### src/rtl/frame_sequencer_if.sv
// Bundle between the frame sequencer, the game control logic, the three drawers
// and the VGA adapter. master = sequencer side, slave = everything around it.
interface frame_sequencer_if #(
    parameter int COLOUR_W = 3,
    parameter int OVR_W    = 8
);
    // control from game logic
    logic                start;
    logic                frame_tick;
    logic                map_change;
    // drawer handshakes
    logic                map_enable,  hud_enable,  sprite_enable;
    logic                map_done,    hud_done,    sprite_done;
    // drawer pixel streams
    logic [8:0]          map_x,       hud_x,       sprite_x;
    logic [7:0]          map_y,       hud_y,       sprite_y;
    logic [COLOUR_W-1:0] map_colour,  hud_colour,  sprite_colour;
    logic                map_write,   hud_write,   sprite_write;
    // VGA write port and status
    logic [8:0]          vga_x;
    logic [7:0]          vga_y;
    logic [COLOUR_W-1:0] vga_colour;
    logic                vga_write;
    logic                update_pulse;
    logic                busy;
    logic [OVR_W-1:0]    overrun_count;

    modport master (
        input  start, frame_tick, map_change,
        input  map_done, hud_done, sprite_done,
        input  map_x, hud_x, sprite_x,
        input  map_y, hud_y, sprite_y,
        input  map_colour, hud_colour, sprite_colour,
        input  map_write, hud_write, sprite_write,
        output map_enable, hud_enable, sprite_enable,
        output vga_x, vga_y, vga_colour, vga_write,
        output update_pulse, busy, overrun_count
    );

    modport slave (
        output start, frame_tick, map_change,
        output map_done, hud_done, sprite_done,
        output map_x, hud_x, sprite_x,
        output map_y, hud_y, sprite_y,
        output map_colour, hud_colour, sprite_colour,
        output map_write, hud_write, sprite_write,
        input  map_enable, hud_enable, sprite_enable,
        input  vga_x, vga_y, vga_colour, vga_write,
        input  update_pulse, busy, overrun_count
    );
endinterface

### src/rtl/frame_sequencer.sv
// Per-frame draw sequencer: game update pulse, then map (on request), HUD and
// sprite drawers in turn, with the active drawer's pixels muxed onto the VGA port.
module frame_sequencer #(
    parameter int COLOUR_W = 3,
    parameter int OVR_W    = 8
) (
    input logic                clock,
    input logic                resetn,
    frame_sequencer_if.master  bus
);
    localparam int NUM_DRW = 3;  // 0 = map, 1 = HUD, 2 = sprite

    typedef enum logic [3:0] {
        IDLE,
        WAIT_TICK,
        UPDATE,
        DRAW_MAP,
        GAP_MAP,
        DRAW_HUD,
        GAP_HUD,
        DRAW_SPRITE,
        GAP_SPRITE
    } state_t;

    typedef struct packed {
        logic [8:0]          x;
        logic [7:0]          y;
        logic [COLOUR_W-1:0] colour;
        logic                write;
    } pix_t;

    state_t                 state, state_nxt;
    logic                   redraw_map;
    logic                   pending;
    logic [OVR_W-1:0]       ovr_cnt;
    logic                   tick_in_frame;
    logic [NUM_DRW-1:0]     drw_en;
    pix_t [NUM_DRW-1:0]     drw_pix;
    pix_t                   vga_pix;

    // ---------------- state register ----------------
    always_ff @(posedge clock or negedge resetn) begin
        if (!resetn) state <= IDLE;
        else         state <= state_nxt;
    end

    // ---------------- next state ----------------
    always_comb begin
        state_nxt = state;
        case (state)
            IDLE:        if (bus.start)                    state_nxt = WAIT_TICK;
            WAIT_TICK:   if (bus.frame_tick || pending)    state_nxt = UPDATE;
            UPDATE:      state_nxt = redraw_map ? DRAW_MAP : DRAW_HUD;
            DRAW_MAP:    if (bus.map_done)                 state_nxt = GAP_MAP;
            GAP_MAP:     state_nxt = DRAW_HUD;
            DRAW_HUD:    if (bus.hud_done)                 state_nxt = GAP_HUD;
            GAP_HUD:     state_nxt = DRAW_SPRITE;
            DRAW_SPRITE: if (bus.sprite_done)              state_nxt = GAP_SPRITE;
            GAP_SPRITE:  state_nxt = WAIT_TICK;
            default:     state_nxt = IDLE;
        endcase
    end

    // Ticks only count against the frame budget once a frame is in flight;
    // ticks in IDLE (including one alongside start) are dropped.
    assign tick_in_frame = bus.frame_tick && (state != IDLE) && (state != WAIT_TICK);

    // ---------------- redraw / pending / overrun flags ----------------
    always_ff @(posedge clock or negedge resetn) begin
        if (!resetn) begin
            redraw_map <= 1'b1;
            pending    <= 1'b0;
            ovr_cnt    <= '0;
        end else begin
            // a new request in the cycle the map stage is entered must survive
            if (bus.map_change)                      redraw_map <= 1'b1;
            else if (state == UPDATE && redraw_map)  redraw_map <= 1'b0;

            if (state == WAIT_TICK) begin
                pending <= 1'b0;
            end else if (tick_in_frame) begin
                if (!pending)            pending <= 1'b1;
                else if (ovr_cnt != '1)  ovr_cnt <= ovr_cnt + 1'b1;
            end
        end
    end

    // ---------------- Moore outputs ----------------
    assign drw_en[0] = (state == DRAW_MAP);
    assign drw_en[1] = (state == DRAW_HUD);
    assign drw_en[2] = (state == DRAW_SPRITE);

    assign bus.map_enable    = drw_en[0];
    assign bus.hud_enable    = drw_en[1];
    assign bus.sprite_enable = drw_en[2];
    assign bus.update_pulse  = (state == UPDATE);
    assign bus.busy          = (state != IDLE) && (state != WAIT_TICK);
    assign bus.overrun_count = ovr_cnt;

    // ---------------- pixel mux ----------------
    assign drw_pix[0] = {bus.map_x,    bus.map_y,    bus.map_colour,    bus.map_write};
    assign drw_pix[1] = {bus.hud_x,    bus.hud_y,    bus.hud_colour,    bus.hud_write};
    assign drw_pix[2] = {bus.sprite_x, bus.sprite_y, bus.sprite_colour, bus.sprite_write};

    // drw_en is one-hot or zero, so the port idles at all-zero between stages
    always_comb begin
        vga_pix = '0;
        for (int i = 0; i < NUM_DRW; i++) begin
            if (drw_en[i]) vga_pix = drw_pix[i];
        end
    end

    assign bus.vga_x      = vga_pix.x;
    assign bus.vga_y      = vga_pix.y;
    assign bus.vga_colour = vga_pix.colour;
    assign bus.vga_write  = vga_pix.write;

endmodule

### src/flat_wrapper.sv
// flat-port wrapper written by rule: the top's interface ports become plain ports
module frame_sequencer_flat 
#(
    parameter int COLOUR_W = 3,
    parameter int OVR_W    = 8
)
  (clock, resetn, bus_start, bus_frame_tick, bus_map_change, bus_map_done, bus_hud_done, bus_sprite_done, bus_map_x, bus_hud_x, bus_sprite_x, bus_map_y, bus_hud_y, bus_sprite_y, bus_map_colour, bus_hud_colour, bus_sprite_colour, bus_map_write, bus_hud_write, bus_sprite_write, bus_map_enable, bus_hud_enable, bus_sprite_enable, bus_vga_x, bus_vga_y, bus_vga_colour, bus_vga_write, bus_update_pulse, bus_busy, bus_overrun_count);
  frame_sequencer_if #(.COLOUR_W(COLOUR_W), .OVR_W(OVR_W)) bus_i ();
  input logic clock;
  input logic resetn;
  input wire logic [$bits(bus_i.start)-1:0] bus_start;
  input wire logic [$bits(bus_i.frame_tick)-1:0] bus_frame_tick;
  input wire logic [$bits(bus_i.map_change)-1:0] bus_map_change;
  input wire logic [$bits(bus_i.map_done)-1:0] bus_map_done;
  input wire logic [$bits(bus_i.hud_done)-1:0] bus_hud_done;
  input wire logic [$bits(bus_i.sprite_done)-1:0] bus_sprite_done;
  input wire logic [$bits(bus_i.map_x)-1:0] bus_map_x;
  input wire logic [$bits(bus_i.hud_x)-1:0] bus_hud_x;
  input wire logic [$bits(bus_i.sprite_x)-1:0] bus_sprite_x;
  input wire logic [$bits(bus_i.map_y)-1:0] bus_map_y;
  input wire logic [$bits(bus_i.hud_y)-1:0] bus_hud_y;
  input wire logic [$bits(bus_i.sprite_y)-1:0] bus_sprite_y;
  input wire logic [$bits(bus_i.map_colour)-1:0] bus_map_colour;
  input wire logic [$bits(bus_i.hud_colour)-1:0] bus_hud_colour;
  input wire logic [$bits(bus_i.sprite_colour)-1:0] bus_sprite_colour;
  input wire logic [$bits(bus_i.map_write)-1:0] bus_map_write;
  input wire logic [$bits(bus_i.hud_write)-1:0] bus_hud_write;
  input wire logic [$bits(bus_i.sprite_write)-1:0] bus_sprite_write;
  output wire logic [$bits(bus_i.map_enable)-1:0] bus_map_enable;
  output wire logic [$bits(bus_i.hud_enable)-1:0] bus_hud_enable;
  output wire logic [$bits(bus_i.sprite_enable)-1:0] bus_sprite_enable;
  output wire logic [$bits(bus_i.vga_x)-1:0] bus_vga_x;
  output wire logic [$bits(bus_i.vga_y)-1:0] bus_vga_y;
  output wire logic [$bits(bus_i.vga_colour)-1:0] bus_vga_colour;
  output wire logic [$bits(bus_i.vga_write)-1:0] bus_vga_write;
  output wire logic [$bits(bus_i.update_pulse)-1:0] bus_update_pulse;
  output wire logic [$bits(bus_i.busy)-1:0] bus_busy;
  output wire logic [$bits(bus_i.overrun_count)-1:0] bus_overrun_count;
  assign bus_i.start = bus_start;
  assign bus_i.frame_tick = bus_frame_tick;
  assign bus_i.map_change = bus_map_change;
  assign bus_i.map_done = bus_map_done;
  assign bus_i.hud_done = bus_hud_done;
  assign bus_i.sprite_done = bus_sprite_done;
  assign bus_i.map_x = bus_map_x;
  assign bus_i.hud_x = bus_hud_x;
  assign bus_i.sprite_x = bus_sprite_x;
  assign bus_i.map_y = bus_map_y;
  assign bus_i.hud_y = bus_hud_y;
  assign bus_i.sprite_y = bus_sprite_y;
  assign bus_i.map_colour = bus_map_colour;
  assign bus_i.hud_colour = bus_hud_colour;
  assign bus_i.sprite_colour = bus_sprite_colour;
  assign bus_i.map_write = bus_map_write;
  assign bus_i.hud_write = bus_hud_write;
  assign bus_i.sprite_write = bus_sprite_write;
  assign bus_map_enable = bus_i.map_enable;
  assign bus_hud_enable = bus_i.hud_enable;
  assign bus_sprite_enable = bus_i.sprite_enable;
  assign bus_vga_x = bus_i.vga_x;
  assign bus_vga_y = bus_i.vga_y;
  assign bus_vga_colour = bus_i.vga_colour;
  assign bus_vga_write = bus_i.vga_write;
  assign bus_update_pulse = bus_i.update_pulse;
  assign bus_busy = bus_i.busy;
  assign bus_overrun_count = bus_i.overrun_count;
  frame_sequencer #(.COLOUR_W(COLOUR_W), .OVR_W(OVR_W)) u_core (.clock(clock), .resetn(resetn), .bus(bus_i));
endmodule
### config.mk
export PLATFORM = sky130hd
export DESIGN_NAME = frame_sequencer_flat
export DESIGN_NICKNAME = d
export VERILOG_FILES = /design/src/rtl/frame_sequencer_if.sv /design/src/rtl/frame_sequencer.sv /design/src/flat_wrapper.sv
export SDC_FILE = /design/constraint.sdc
export NUM_CORES = 1
export LEC_CHECK = 0
export CORE_MARGIN = 4
export CORE_UTILIZATION = 30
export CTS_CLUSTER_SIZE = 12
export DETAILED_ROUTE_END_ITERATION = 10
export PLACE_DENSITY = 0.79
export SYNTH_ARGS = -nofsm -noshare
export SYNTH_HDL_FRONTEND = slang
export SYNTH_SLANG_ARGS = --single-unit
export TNS_END_PERCENT = 10
### constraint.sdc
create_clock -name clock -period 1.8 [get_ports clock]
set_clock_uncertainty 0.2 [all_clocks]
set_input_delay 0.27 -clock clock [delete_from_list [all_inputs] [get_ports clock]]
set_output_delay 0.27 -clock clock [all_outputs]
set_load 0.02 [all_outputs]
# Word-level counts from Yosys, hierarchy flattened
# Cells that the tools add are included.
[word_totals]
reg_bits = 14
in_bits = 71
wordCells = 46
[op_classes]
addsub = 1
eq_ne = 15
muxes = 14
bitwise = 1
reduce_logical = 11
[ops]
columns = ["cell", "count"]
rows = [
  ["2-to-1 mux 21 bit", 3],
  ["case mux 4 bit (9 select lines)", 1],
  ["2-to-1 mux 4 bit", 5],
  ["== test 4 x 3 -> 1 bit, second input constant", 4],
  ["adder 8 x 1 -> 8 bit, second input constant", 1],
  ["== test 4 x 2 -> 1 bit, second input constant", 2],
  ["!= test 2 bit, second input constant", 4],
  ["!= test 8 bit, second input constant", 1],
  ["AND reduction 5 bit", 1],
  ["== test 4 x 1 -> 1 bit, second input constant", 1],
  ["== test 4 bit, second input constant", 1],
  ["logical AND 1 bit", 4],
  ["logical NOT 4 bit", 1],
  ["2-to-1 mux 1 bit", 4],
  ["!= test 4 x 1 -> 1 bit, second input constant", 1],
  ["AND reduction 4 bit", 1],
  ["nonzero test 2 bit", 2],
  ["nonzero test 4 bit", 1],
  ["2-to-1 mux 3 bit", 1],
  ["!= test 2 x 1 -> 1 bit, second input constant", 1],
  ["logical OR 1 bit", 1],
  ["NOT 1 bit", 1],
]

# Depth between registers and ports, before layout
# Gate-level depths: netlist (run 1).
[logic_depth]
ltp_word = 5
mapped_depth = 5
depth_no_buf = 4

# Worst setup path before layout (run 1)
# OpenSTA, ideal clock, no wires.
[synth_timing]
path_type = "register to output"
startpoint = "reg u_core.state[2]"
endpoint = "out bus_vga_x[0]"
t_arrival_ns = 1.375
required_ns = 1.330
setup_slack_ns = -0.045
path_stages_with_launch = 6
n_path_buf = 2
cell_sequence = "dfrtp_1 > buf_2 > and4bb_1 > buf_2 > a222oi_1 > inv_1"
[synth_between]
elab_cells_between_ends = 6
cone_classes = "eq/ne (3); mux (3)"
[synth_lines]
columns = ["item", "line", "source"]
rows = [
  ["from (decl)", "frame_sequencer.sv:32", "state_t state, state_nxt;"],
  ["from (signal assigned)", "frame_sequencer.sv:44", "else state <= state_nxt;"],
  ["== test 4 x 3 -> 1 bit", "frame_sequencer.sv:90", "assign drw_en[1] = (state == DRAW_HUD);"],
  ["net bus_hud_enable", "flat_wrapper.sv:30", "output wire logic [$bits(bus_i.hud_enable)-1:0] bus_hud_enable;"],
  ["2-to-1 mux 21 bit (2 in series)", "frame_sequencer.sv:109", "if (drw_en[i]) vga_pix = drw_pix[i];"],
  ["to (decl)", "flat_wrapper.sv:32", "output wire logic [$bits(bus_i.vga_x)-1:0] bus_vga_x;"],
]
# The timed path passes the listed nets, and every way through them passes these cells.

# Worst setup path after layout (run 1)
[layout_timing]
startpoint = "reg u_core.state[3]"
endpoint = "out bus_vga_x[2]"
[layout_between]
elab_chain_len = 4
elab_cells_between_ends = 6
cone_classes = "eq/ne (3); mux (3)"
[layout_lines]
columns = ["item", "line", "source"]
rows = [
  ["== test 4 x 2 -> 1 bit", "frame_sequencer.sv:89", "assign drw_en[0] = (state == DRAW_MAP);"],
  ["2-to-1 mux 21 bit (2 in series)", "frame_sequencer.sv:109", ""],
  ["2-to-1 mux 21 bit (*)", "frame_sequencer.sv:109", ""],
]
# Every way passes the cells marked *; elsewhere a longest branch is shown, timed or not.

==> summary.txt, run 1 <==
Place
  • Total cell area at the placement stage: 2344 µm²
  • Count of input and output buffers: about 100
  • Post-detail-place hpwl: 3.810 mm
  • Routability congestion estimate: 0.8392
  • Worst slack after detailed placement: -419.3 ps
  • # placed instances: approximately 280

Setup path
  • Arrival time of data at the critical path endpoint: 1630 ps
  • WS Path Type: reg2out
  • Setup crit end kind: primary output
  • Crit-path max cell delay: 390 ps
  • Cell with the largest stage delay on the worst path: sky130_fd_sc_hd__dfrtp_1
  • Crit Path Max Fanout: 6
  • Critical Path Start Type: flop
  • Critical Path, Cell by Cell: and4bb_4 > buf_12 > a222oi_1 > inv_1 > buf_6
  • Required @ worst endpoint: 1330 ps
  • Worst Reg2Reg Path Length in Cells: 4

Clock tree
  • TritonCTS clock tree: yes
  • H-tree depth: 1
  • Later-pin clock latency in the skew report: 240 ps
  • # clock sinks: 14
  • Bufs on Longest Clock Path: 2
  • Clock Root Buffer: sky130_fd_sc_hd__clkbuf_8
  • Clock slew at the register clock pins of the worst setup and hold paths: ~60 ps
  • CTS buffer count: 3

Floorplan
  • Placeable core area: 3661 µm²
  • Floorplan die width: 69.78 µm
  • Cell row count: 22
  • I/O pins: 105
  • Chip Height: 69.78 µm
  • Area of the die: 4869 µm²
  • Initial cell density of the core: 31.27%

STA
  • Hold violation count in the final report: 0
  • Min setup slack post-route: -296.2 ps
  • Maximum clock rate: 477.1 MHz
  • Count of endpoints failing setup in the final report: 26
  • Crit path time final: 2096 ps
  • Slew @ Worst Pin: about 290 ps
  • Pins over their slew limit: 0
  • Headroom to the max-slew limit: 80.49%
  • Tcrit/Tclk final: 116.5%
  • Hold Worst Slack: 133.3 ps
  • RSZ-0062 raised after global routing: yes

Synth
  • Synth unique cells: 40
  • Post-Syn Nets: approximately 200
  • Most frequently used flop master after synthesis: sky130_fd_sc_hd__dfrtp_1
  • Number of synthesized register bits: 14
  • Avg Synthesized Cell Area: 9.015 µm²
  • Number of synthesized flops with an enable pin: 0
  • Synthesized instance count: between 100 and 150
  • Netlist Area Pre-Place: 1145 µm²
  • Synth Warn #: 0
  • Seq/Total Area, Yosys: 30.71%
  • Proportion of synthesized flip-flops having asynchronous set or reset: 100.0%

Pwr
  • Total power draw: 0.003588 W
  • Power Dens Cells: 1496 nW/µm²
  • Leak Pwr: 1.199 nW
  • Worst-case vdd ir drop: 0.7550 mV

Cells and area
  • Area of combinational cells with multiple inputs: 686.9 µm²
  • Synthesis-to-finish area growth: 109.5%
  • Final Instance Area: 2399 µm²
  • Filler Cell Count: 317
  • Antenna Diode Count: 0
  • Sequential cell area: 351.6 µm²
  • Share of layout cells above drive strength 1: between 20% and 30%
  • Final std cells w/o fill: 290
  • Net count, final: roughly 320

Global route
  • Global-route usage over all layers: 19.51%
  • Global-route wire length before repair: 7.879 mm
  • Vias in the first global route: 1488
  • Maximum number of pins on one net before global-route repair: 23
  • Antenna violations before repair: 0
  • Sum of overflow across all layers after global routing: 0

Worst hold path
  • HP Class: in2async

Detailed routing
  • Drt drc: 0
  • Via Count: around 1600
  • Detail-routed net length per standard cell: 17.87 µm
  • Detailed-route wire length: 5.182 mm
  • Post-detailed-route via-to-cell ratio: 5.386
  • Post-route ant nets: 0
  • First-pass iteration count of the detailed router: 5
  • Number of design-rule violations left by the first detailed-router iteration: between 100 and 150

Status
  • Violated checks: setup timing
  • Outcome: complete, but fails checks

Job
  • Count of maximum capacitance violations: 0
[synthesized netlist by cell type (all sizes together), types with 2 or more instances]
master | n | area share (%)
inv | 25 | 8.2
a222oi | 21 | 18
dfrtp | 13 | 28
buf | 10 | 4.6
mux2 | 6 | 5.9
o21ai | 6 | 2.6
nand2 | 5 | 1.6
nand3 | 5 | 2.2
nand4 | 3 | 1.6
and4bb | 2 | 2.2
nor2b | 2 | 1.1
nor3 | 2 | 0.87
xnor2 | 2 | 1.5
[cells by family after synthesis]
family / Yosys count / share of synthesized area (%)
multiplexers: 6 / 5.901
buffers and inverters: 35 / 12.79
AO/OA/AOI/OAI: 40 / 31.48
XOR/XNOR: 2 / 1.530
AND/OR/NAND/NOR: 29 / 16.50
adder cells (fa/ha/maj): 1 / 1.093
flip-flops: 14 / 30.71
[power breakdown]
group	switching, W	internal, W
Sequential	0.000150	0.000448
Combinational	0.00139	0.00130
Clock	0.000112	0.000194
Total	0.00165	0.00194
[placed cells by master, fill, tap and decap left out, types with 4 or more instances in the layout]
| cell type | n |
|---|---|
| sky130_fd_sc_hd__a222oi_1 | 21 |
| sky130_fd_sc_hd__buf_2 | 20 |
| sky130_fd_sc_hd__buf_4 | 13 |
| sky130_fd_sc_hd__buf_6 | 5 |
| sky130_fd_sc_hd__clkbuf_8 | 4 |
| sky130_fd_sc_hd__clkdlybuf4s50_1 | 71 |
| sky130_fd_sc_hd__dfrtp_1 | 13 |
| sky130_fd_sc_hd__dlymetal6s2s_1 | 4 |
| sky130_fd_sc_hd__inv_1 | 25 |
| sky130_fd_sc_hd__mux2_2 | 6 |
| sky130_fd_sc_hd__nand2_1 | 5 |
| sky130_fd_sc_hd__nand3_1 | 5 |
| sky130_fd_sc_hd__o21ai_0 | 5 |
[what timing repair did]
| action | 4_1_cts | 5_1_grt |
|---|---|---|
| gates resized for setup | 115 | 16 |
| hold buffers | 0 | 0 |
| pin swaps | 15 | 11 |
| buffers inserted | 0 | 0 |
| endpoints found under the setup margin | 33 | 35 |
| cloned | 0 | 2 |
[layout make-up]
type | instances | share of cell area [%]
Timing Repair Buffer | 121 | 47.99
Multi-Input combinational cell | 78 | 28.64
Sequential cell | 14 | 14.66
Inverter | 25 | 3.912
Tap cell | 48 | 2.504
Clock buffer | 4 | 2.295
[metrics by stage]
stage / TNS [ps] / utilization, %
2_1_floorplan: -95.75 / -
3_3_place_gp: -8633 / 64.01
3_5_place_dp: -9376 / 64.01
4_1_cts: -5681 / 63.53
5_1_grt: -8010 / 65.52
6_report: -5927 / 65.52
[state kept, by name, indices dropped and copies added, names as in the netlist]
| name | count |
|---|---|
| u_core.pending | 1 |
| u_core.state | 4 |
| u_core.redraw_map | 1 |
| u_core.bus.overrun_count | 8 |
[routing by layer]
layer / GRT usage (%) / part of all wire, % / routed length, µm
met4: 4.043 / 1.2 / 63
met3: 5.362 / 8.3 / 430
met2: 32.32 / 49 / 2533
met5: 0 / 0 / 0
met1: 25.31 / 42 / 2155
[critical path: cells and delay by family, from the launching register on]
family / cells / cell delay [ps]
buf+inv: 3 / 390
compound gates: 1 / 310
simple gates: 1 / 290
flops: 1 / 390
[final timing paths]
kind | slack (ps) | endpoint | start
worst max-delay path | -300 | bus_vga_x[2] | u_core.state[3]$_DFFE_PN0P_
worst min-delay path | 130 | u_core.state[1]$_DFFE_PN0P_ | resetn
worst max register to register | -60 | u_core.state[1]$_DFFE_PN0P_ | u_core.state[2]$_DFFE_PN0P_
worst min register to register | 330 | u_core.redraw_map$_DFFE_PN1P_ | u_core.redraw_map$_DFFE_PN1P_
max in group asynchronous | 1020 | u_core.redraw_map$_DFFE_PN1P_ | resetn
min in group clock | 330 | u_core.redraw_map$_DFFE_PN1P_ | u_core.redraw_map$_DFFE_PN1P_
Note: power is estimated with default switching activity, not from simulation.
==> run 2, diff against run 1 <==
SETUP_SLACK_MARGIN = 0.15   (was default)
==> summary.txt, run 2 (synthesized netlist as in run 1, its figures left out) <==
Clock tree
  • Later-pin clock latency in the skew report: 250 ps (about the same)
  • Bufs on Longest Clock Path: 2 (unchanged)
  • H-tree depth: 1 (unchanged)
  • Clock slew at the register clock pins of the worst setup and hold paths: 60 ps (about the same)
  • # clock sinks: 14 (unchanged)
  • Clock Root Buffer: sky130_fd_sc_hd__clkbuf_8
  • CTS buffer count: 3 (unchanged)
  • TritonCTS clock tree: yes

Place
  • # placed instances: 282 (-0.70%)
  • Count of input and output buffers: 104 (unchanged)
  • Post-detail-place hpwl: 3.822 mm (+0.32%)
  • Routability congestion estimate: 0.8722 (+3.9%)
  • Total cell area at the placement stage: 2328 µm² (-0.64%)

STA
  • Hold Worst Slack: 126.8 ps (-6.410 ps)
  • Crit path time final: 2095 ps (-1.230 ps)
  • Slew @ Worst Pin: 338.3 ps (+45.63 ps)
  • Setup Total Neg Slack: -5375 ps (+552.1 ps)
  • Tcrit/Tclk final: 116.4% (about the same)
  • RSZ-0062 raised after global routing: yes
  • Maximum clock rate: 477.3 MHz (about the same)
  • Pins over their slew limit: 0 (unchanged)
  • Headroom to the max-slew limit: 77.45% (-3.0 points)
  • Hold violation count in the final report: 0 (unchanged)
  • Count of endpoints failing setup in the final report: 26 (unchanged)
  • Min setup slack post-route: -295.0 ps (+1.230 ps)

Cells and area
  • Commonest non-fill, non-tap cell in the layout: sky130_fd_sc_hd__clkdlybuf4s50_1
  • Net count, final: 311 (-1.3%)
  • Final Instance Area: 2303 µm² (-4.0%)
  • Antenna Diode Count: 0 (unchanged)
  • Most frequent cells in the layout: 70 x sky130_fd_sc_hd__clkdlybuf4s50_1, 25 x sky130_fd_sc_hd__inv_1, 22 x sky130_fd_sc_hd__buf_2, 21 x sky130_fd_sc_hd__a222oi_1, 13 x sky130_fd_sc_hd__dfrtp_1
  • Final std cells w/o fill: 286 (-1.4%)
  • Synthesis-to-finish area growth: 101.2%
  • Flip-flop count of the largest register, all copies and words added: 8 (unchanged)
  • Share of layout cells above drive strength 1: 24.37% (-1.7 points)

Pwr
  • Combinational power share: 73.5% (-1.3 points)
  • Clk network pwr share: 9.2% (+0.7 points)
  • Sequential cell fraction of total power: 17.3% (+0.6 points)
  • Leak Pwr: 1.130 nW (-5.7%)
  • Cell internal power dissipation: 0.001784 W (-8.0%)
  • Worst-case vdd ir drop: 0.8555 mV (+13%)
  • Switching power as a share of total power: 47.16% (+1.2 points)
  • Switching power total: 0.001592 W (-3.5%)
  • Power Dens Cells: 1465 nW/µm² (-2.0%)

Detailed routing
  • Post-route ant nets: 0 (unchanged)
  • Detailed-route wire length: 4.800 mm (-7.4%)
  • Detail-routed net length per standard cell: 16.78 µm (-6.1%)
  • Number of design-rule violations left by the first detailed-router iteration: 215 (+52%)
  • First-pass iteration count of the detailed router: 5 (unchanged)
  • Via Count: 1532 (-1.9%)
  • Drt drc: 0 (unchanged)
  • Post-detailed-route via-to-cell ratio: 5.357 (-0.55%)

Global route
  • Global-route wire length before repair: 7.783 mm (-1.2%)
  • Global-route usage over all layers: 19.17% (-0.34 points)
  • Vias in the first global route: 1496 (+0.54%)
  • Maximum number of pins on one net before global-route repair: 23 (unchanged)
  • Antenna violations before repair: 0 (unchanged)
  • Sum of overflow across all layers after global routing: 0 (unchanged)

Floorplan
  • Placeable core area: 3661 µm² (unchanged)
  • Cell row count: 22 (unchanged)
  • Area of the die: 4869 µm² (unchanged)
  • Chip Height: 69.78 µm (unchanged)
  • Initial cell density of the core: 31.27% (unchanged)
  • I/O pins: 105 (unchanged)
  • Floorplan die width: 69.78 µm (unchanged)

Setup path
  • Worst Path Buf+Inv: 3 (unchanged)
  • Cell with the largest stage delay on the worst path: sky130_fd_sc_hd__dfrtp_1
  • Worst Reg2Reg Path Length in Cells: 4 (unchanged)
  • Critical Path, Cell by Cell: and4b_4 > buf_12 > a222oi_1 > inv_1 > buf_2
  • Crit Path Max Fanout: 22 (+16)
  • Delay-heaviest family, CP: flip-flops
  • FF-to-FF End: u_core.state[1]$_DFFE_PN0P_
  • WS Path Type: reg2out
  • Critical Path Start Type: flop
  • Required @ worst endpoint: 1330 ps (about the same)
  • Arrival time of data at the critical path endpoint: 1620 ps (about the same)
  • Startpoint of the lowest-slack register-to-register path: u_core.state[2]$_DFFE_PN0P_
  • Setup crit end kind: primary output
  • Crit-path max cell delay: 390 ps (about the same)
  • Worst reg-to-reg setup slack: -40 ps (+20 ps)

Status
  • Violated checks: setup timing
  • Outcome: complete, but fails checks

Job
  • Count of maximum capacitance violations: 0 (unchanged)

Worst hold path
  • HP Class: in2async
## run 2: area by class of cell
type                       count  area [µm²]
inverter                      25       93.84
multi-input combinational     78       688.2
sequential                    14       351.6
timing repair buffer         117        1055
tap                           48       60.06
clock buffer                   4       55.05
fill                         315        1358
## run 2: per-layer routing
| metal | vias to the layer above | GRT usage [%] | wire [µm] |
|---|---|---|---|
| li1 | 726 | - | - |
| met1 | 726 | 25.18 | 2050 |
| met2 | 77 | 32.42 | 2282 |
| met3 | 3 | 4.348 | 432 |
| met4 | 0 | 3.191 | 34 |
| met5 | - | 0 | 0 |
## run 2: worst max-delay path by stage
stage | startpoint | cells past startpoint | end | slack (ps)
2_1_floorplan | u_core.state[2]$_DFFE_PN0P_ | 5 | bus_vga_x[0] | -10
3_3_place_gp | u_core.state[3]$_DFFE_PN0P_ | 5 | bus_vga_colour[0] | -410
4_1_cts | u_core.state[2]$_DFFE_PN0P_ | 5 | bus_vga_colour[0] | -300
5_1_grt | u_core.state[0]$_DFFE_PN0P_ | 5 | bus_vga_y[6] | -380
3_5_place_dp | u_core.state[0]$_DFFE_PN0P_ | 5 | bus_vga_colour[0] | -430
6_report | u_core.state[3]$_DFFE_PN0P_ | 5 | bus_vga_colour[0] | -290
## run 2: per-stage QoR
step           setup slack [ps]  util [%]  total power [W]
2_1_floorplan            -10.64         -         0.002049
3_3_place_gp             -408.4     63.60         0.003251
3_5_place_dp             -428.2     63.60         0.003283
4_1_cts                  -300.5     62.71         0.003372
5_1_grt                  -377.8     62.92         0.003606
6_report                 -295.0     62.92         0.003376
## run 2: power groups by stage
| stage | Clock [W] | Combinational, W | Sequential, W |
|---|---|---|---|
| global placement | 0 | 0.00267 | 0.000584 |
| global route | 0.000327 | 0.00267 | 0.000613 |
| finish | 0.000311 | 0.00248 | 0.000583 |
| floorplan | 0 | 0.00141 | 0.000637 |
| detailed placement | 0 | 0.00270 | 0.000584 |
| CTS | 0.000317 | 0.00247 | 0.000583 |
## run 2: worst register-to-register path, delay by kind of cell, from the launching register on
family                 cells  cell delay (ps)
flip-flops                 1              410
AND/OR/NAND/NOR            1              560
AO/OA/AOI/OAI              2              380
buffers and inverters      1              180
## run 2: timing repair
action,in CTS,in global routing
hold buffers,0,0
buffers inserted,0,0
endpoints found under the setup margin,45,36
gates resized for setup,121,3
pin swaps,18,4
==> run 3, diff against run 2 <==
SLEW_MARGIN = 30   (was default)
clock period = 2.5 ns   (was 1.8 ns; I/O delays follow)
==> summary.txt, run 3 (synthesized netlist as in run 1, its figures left out) <==
Status
  • Outcome: finished clean

Global route
  • Maximum number of pins on one net before global-route repair: 23 (unchanged)
  • Antenna violations before repair: 0 (unchanged)
  • Vias in the first global route: 1384 (-7.5%)
  • Global-route wire length before repair: 7.300 mm (-6.2%)
  • Global-route usage over all layers: 18.56% (-0.61 points)
  • Sum of overflow across all layers after global routing: 0 (unchanged)

Setup path
  • Critical path startpoint: u_core.state[1]$_DFFE_PN0P_
  • Worst Reg2Reg Path Length in Cells: 4 (unchanged)
  • Required @ worst endpoint: 1920 ps (+590 ps)
  • Setup crit end kind: primary output
  • Delay-heaviest family, CP: flip-flops
  • Crit-path max cell delay: 440 ps (+50 ps)
  • Worst reg-to-reg setup slack: 620 ps (+660 ps)
  • Critical Path Start Type: flop
  • Number of gates on the worst path with buffers counted: 4 (-1)
  • Arrival time of data at the critical path endpoint: 1760 ps (+140 ps)
  • CP endpoint: bus_vga_x[4]
  • FF-to-FF End: u_core.bus.overrun_count[1]$_DFFE_PN0P_
  • WS Path Type: reg2out
  • Startpoint of the lowest-slack register-to-register path: u_core.state[2]$_DFFE_PN0P_
  • Crit Path Max Fanout: 22 (unchanged)
  • Worst Path Buf+Inv: 2 (-1)
  • Cell with the largest stage delay on the worst path: sky130_fd_sc_hd__dfrtp_2
  • Critical Path, Cell by Cell: and4b_4 > a222oi_1 > inv_1 > dlygate4sd2_1

Floorplan
  • Chip Height: 69.78 µm (unchanged)
  • Initial cell density of the core: 31.27% (unchanged)
  • Floorplan die width: 69.78 µm (unchanged)
  • I/O pins: 105 (unchanged)
  • Cell row count: 22 (unchanged)
  • Placeable core area: 3661 µm² (unchanged)
  • Area of the die: 4869 µm² (unchanged)

Place
  • Count of input and output buffers: 104 (unchanged)
  • Routability congestion estimate: 0.8478 (-2.8%)
  • Post-detail-place hpwl: 3.795 mm (-0.71%)
  • Worst slack after detailed placement: 176.8 ps (+604.9 ps)

Detailed routing
  • Detailed-route wire length: 4.767 mm (-0.69%)
  • Post-detailed-route via-to-cell ratio: 5.391 (+0.65%)
  • Detail-routed net length per standard cell: 16.96 µm (+1.1%)
  • Drt drc: 0 (unchanged)
  • First-pass iteration count of the detailed router: 8 (+3)
  • Number of design-rule violations left by the first detailed-router iteration: 182 (-15%)
  • Post-route ant nets: 0 (unchanged)
  • Via Count: 1515 (-1.1%)

STA
  • Hold violation count in the final report: 0 (unchanged)
  • Tcrit/Tclk final: 93.55%
  • Maximum clock rate: 427.6 MHz
  • Setup Total Neg Slack: 0 ps (+5375 ps)
  • Headroom to the max-slew limit: 60.37% (-17 points)
  • Slew @ Worst Pin: 592.5 ps (+254.2 ps)
  • Crit path time final: ~2300 ps
  • Pins over their slew limit: 0 (unchanged)
  • RSZ-0062 raised after global routing: yes
  • Count of endpoints failing setup in the final report: 0 (-100%)
  • Min setup slack post-route: 161.2 ps (+456.1 ps)

Clock tree
  • CTS buffer count: 3 (unchanged)
  • H-tree depth: 1 (unchanged)
  • Bufs on Longest Clock Path: 2 (unchanged)
  • # clock sinks: 14 (unchanged)
  • Total setup buffers inserted after CTS: 0 (unchanged)
  • Clock Root Buffer: sky130_fd_sc_hd__clkbuf_8
  • Later-pin clock latency in the skew report: 250 ps (about the same)
  • Clock slew at the register clock pins of the worst setup and hold paths: 60 ps (about the same)
  • TritonCTS clock tree: yes

Worst hold path
  • HP Class: in2async

Pwr
  • Power Dens Cells: 1025 nW/µm² (-30%)
  • Worst-case vdd ir drop: 0.6520 mV (-24%)
  • Leak Pwr: 1.105 nW (-2.3%)

Cells and area
  • Most frequent cells in the layout: 79 x sky130_fd_sc_hd__clkdlybuf4s50_1, 25 x sky130_fd_sc_hd__inv_1, 22 x sky130_fd_sc_hd__dlygate4sd2_1, 21 x sky130_fd_sc_hd__a222oi_1, 12 x sky130_fd_sc_hd__dfrtp_1
  • Area of combinational cells with multiple inputs: 646.9 µm² (-6.0%)
  • Share of layout cells above drive strength 1: 10.30% (-14 points)
  • Post-route core utilization: 62.30% (-0.62 points)
  • Antenna Diode Count: 0 (unchanged)
  • Net count, final: 306 (-1.6%)
  • Sequential cell area: 352.8 µm² (+0.36%)
  • Commonest non-fill, non-tap cell in the layout: sky130_fd_sc_hd__clkdlybuf4s50_1
  • Synthesis-to-finish area growth: 99.24%
  • Filler Cell Count: 318 (+0.95%)
  • Flip-flop count of the largest register, all copies and words added: 8 (unchanged)

Job
  • Count of maximum capacitance violations: 0 (unchanged)
==> run 3: how the worst min path moves through the flow <==
| stage | start | end |
|---|---|---|
| after floorplan | resetn | u_core.bus.overrun_count[0]$_DFFE_PN0P_ |
| after global placement | u_core.redraw_map$_DFFE_PN1P_ | u_core.redraw_map$_DFFE_PN1P_ |
| after detailed placement | u_core.bus.overrun_count[0]$_DFFE_PN0P_ | u_core.bus.overrun_count[0]$_DFFE_PN0P_ |
| after CTS | u_core.bus.overrun_count[0]$_DFFE_PN0P_ | u_core.bus.overrun_count[0]$_DFFE_PN0P_ |
| after global routing | resetn | u_core.bus.overrun_count[6]$_DFFE_PN0P_ |
| final | resetn | u_core.bus.overrun_count[4]$_DFFE_PN0P_ |
==> run 3: timing repair <==
action                                  in CTS  in global routing
endpoints found under the hold margin        0                  0
hold buffers                                 0                  0
gates resized for setup                     27                  4
endpoints found under the setup margin      25                 22
pin swaps                                    1                  2
==> run 3: metal layers <==
layer	global-route usage, %	wire, µm
met3	6.232	496
met1	22.50	1906
met5	0	0
met4	5.957	89
met2	30.75	2274
==> run 3: power by group <==
group | switching [W] | total [W] | internal [W]
Sequential | 0.000107 | 0.000432 | 0.000324
Combinational | 0.000912 | 0.00171 | 0.000799
Clock | 0.0000826 | 0.000196 | 0.000113
==> run 3: area by class of cell <==
type	count	area share (%)
multi-input cells	78	28.36
inverters	25	4.114
clock buffers	4	1.975
well taps	48	2.633
flip-flops and latches	14	15.47
repair buffers	112	47.45
==> run 3: through the flow <==
step | total power, W | cells | cell area, µm² | hold slack (ps)
floorplan | 0.001444 | 127 | 1145 | -120.6
global placement | 0.002269 | 277 | 2266 | 307.9
detailed placement | 0.002287 | 277 | 2266 | 311.3
CTS | 0.002343 | 281 | 2282 | 319.9
global route | 0.002492 | 281 | 2281 | 349.4
finish | 0.002338 | 281 | 2281 | 296.3
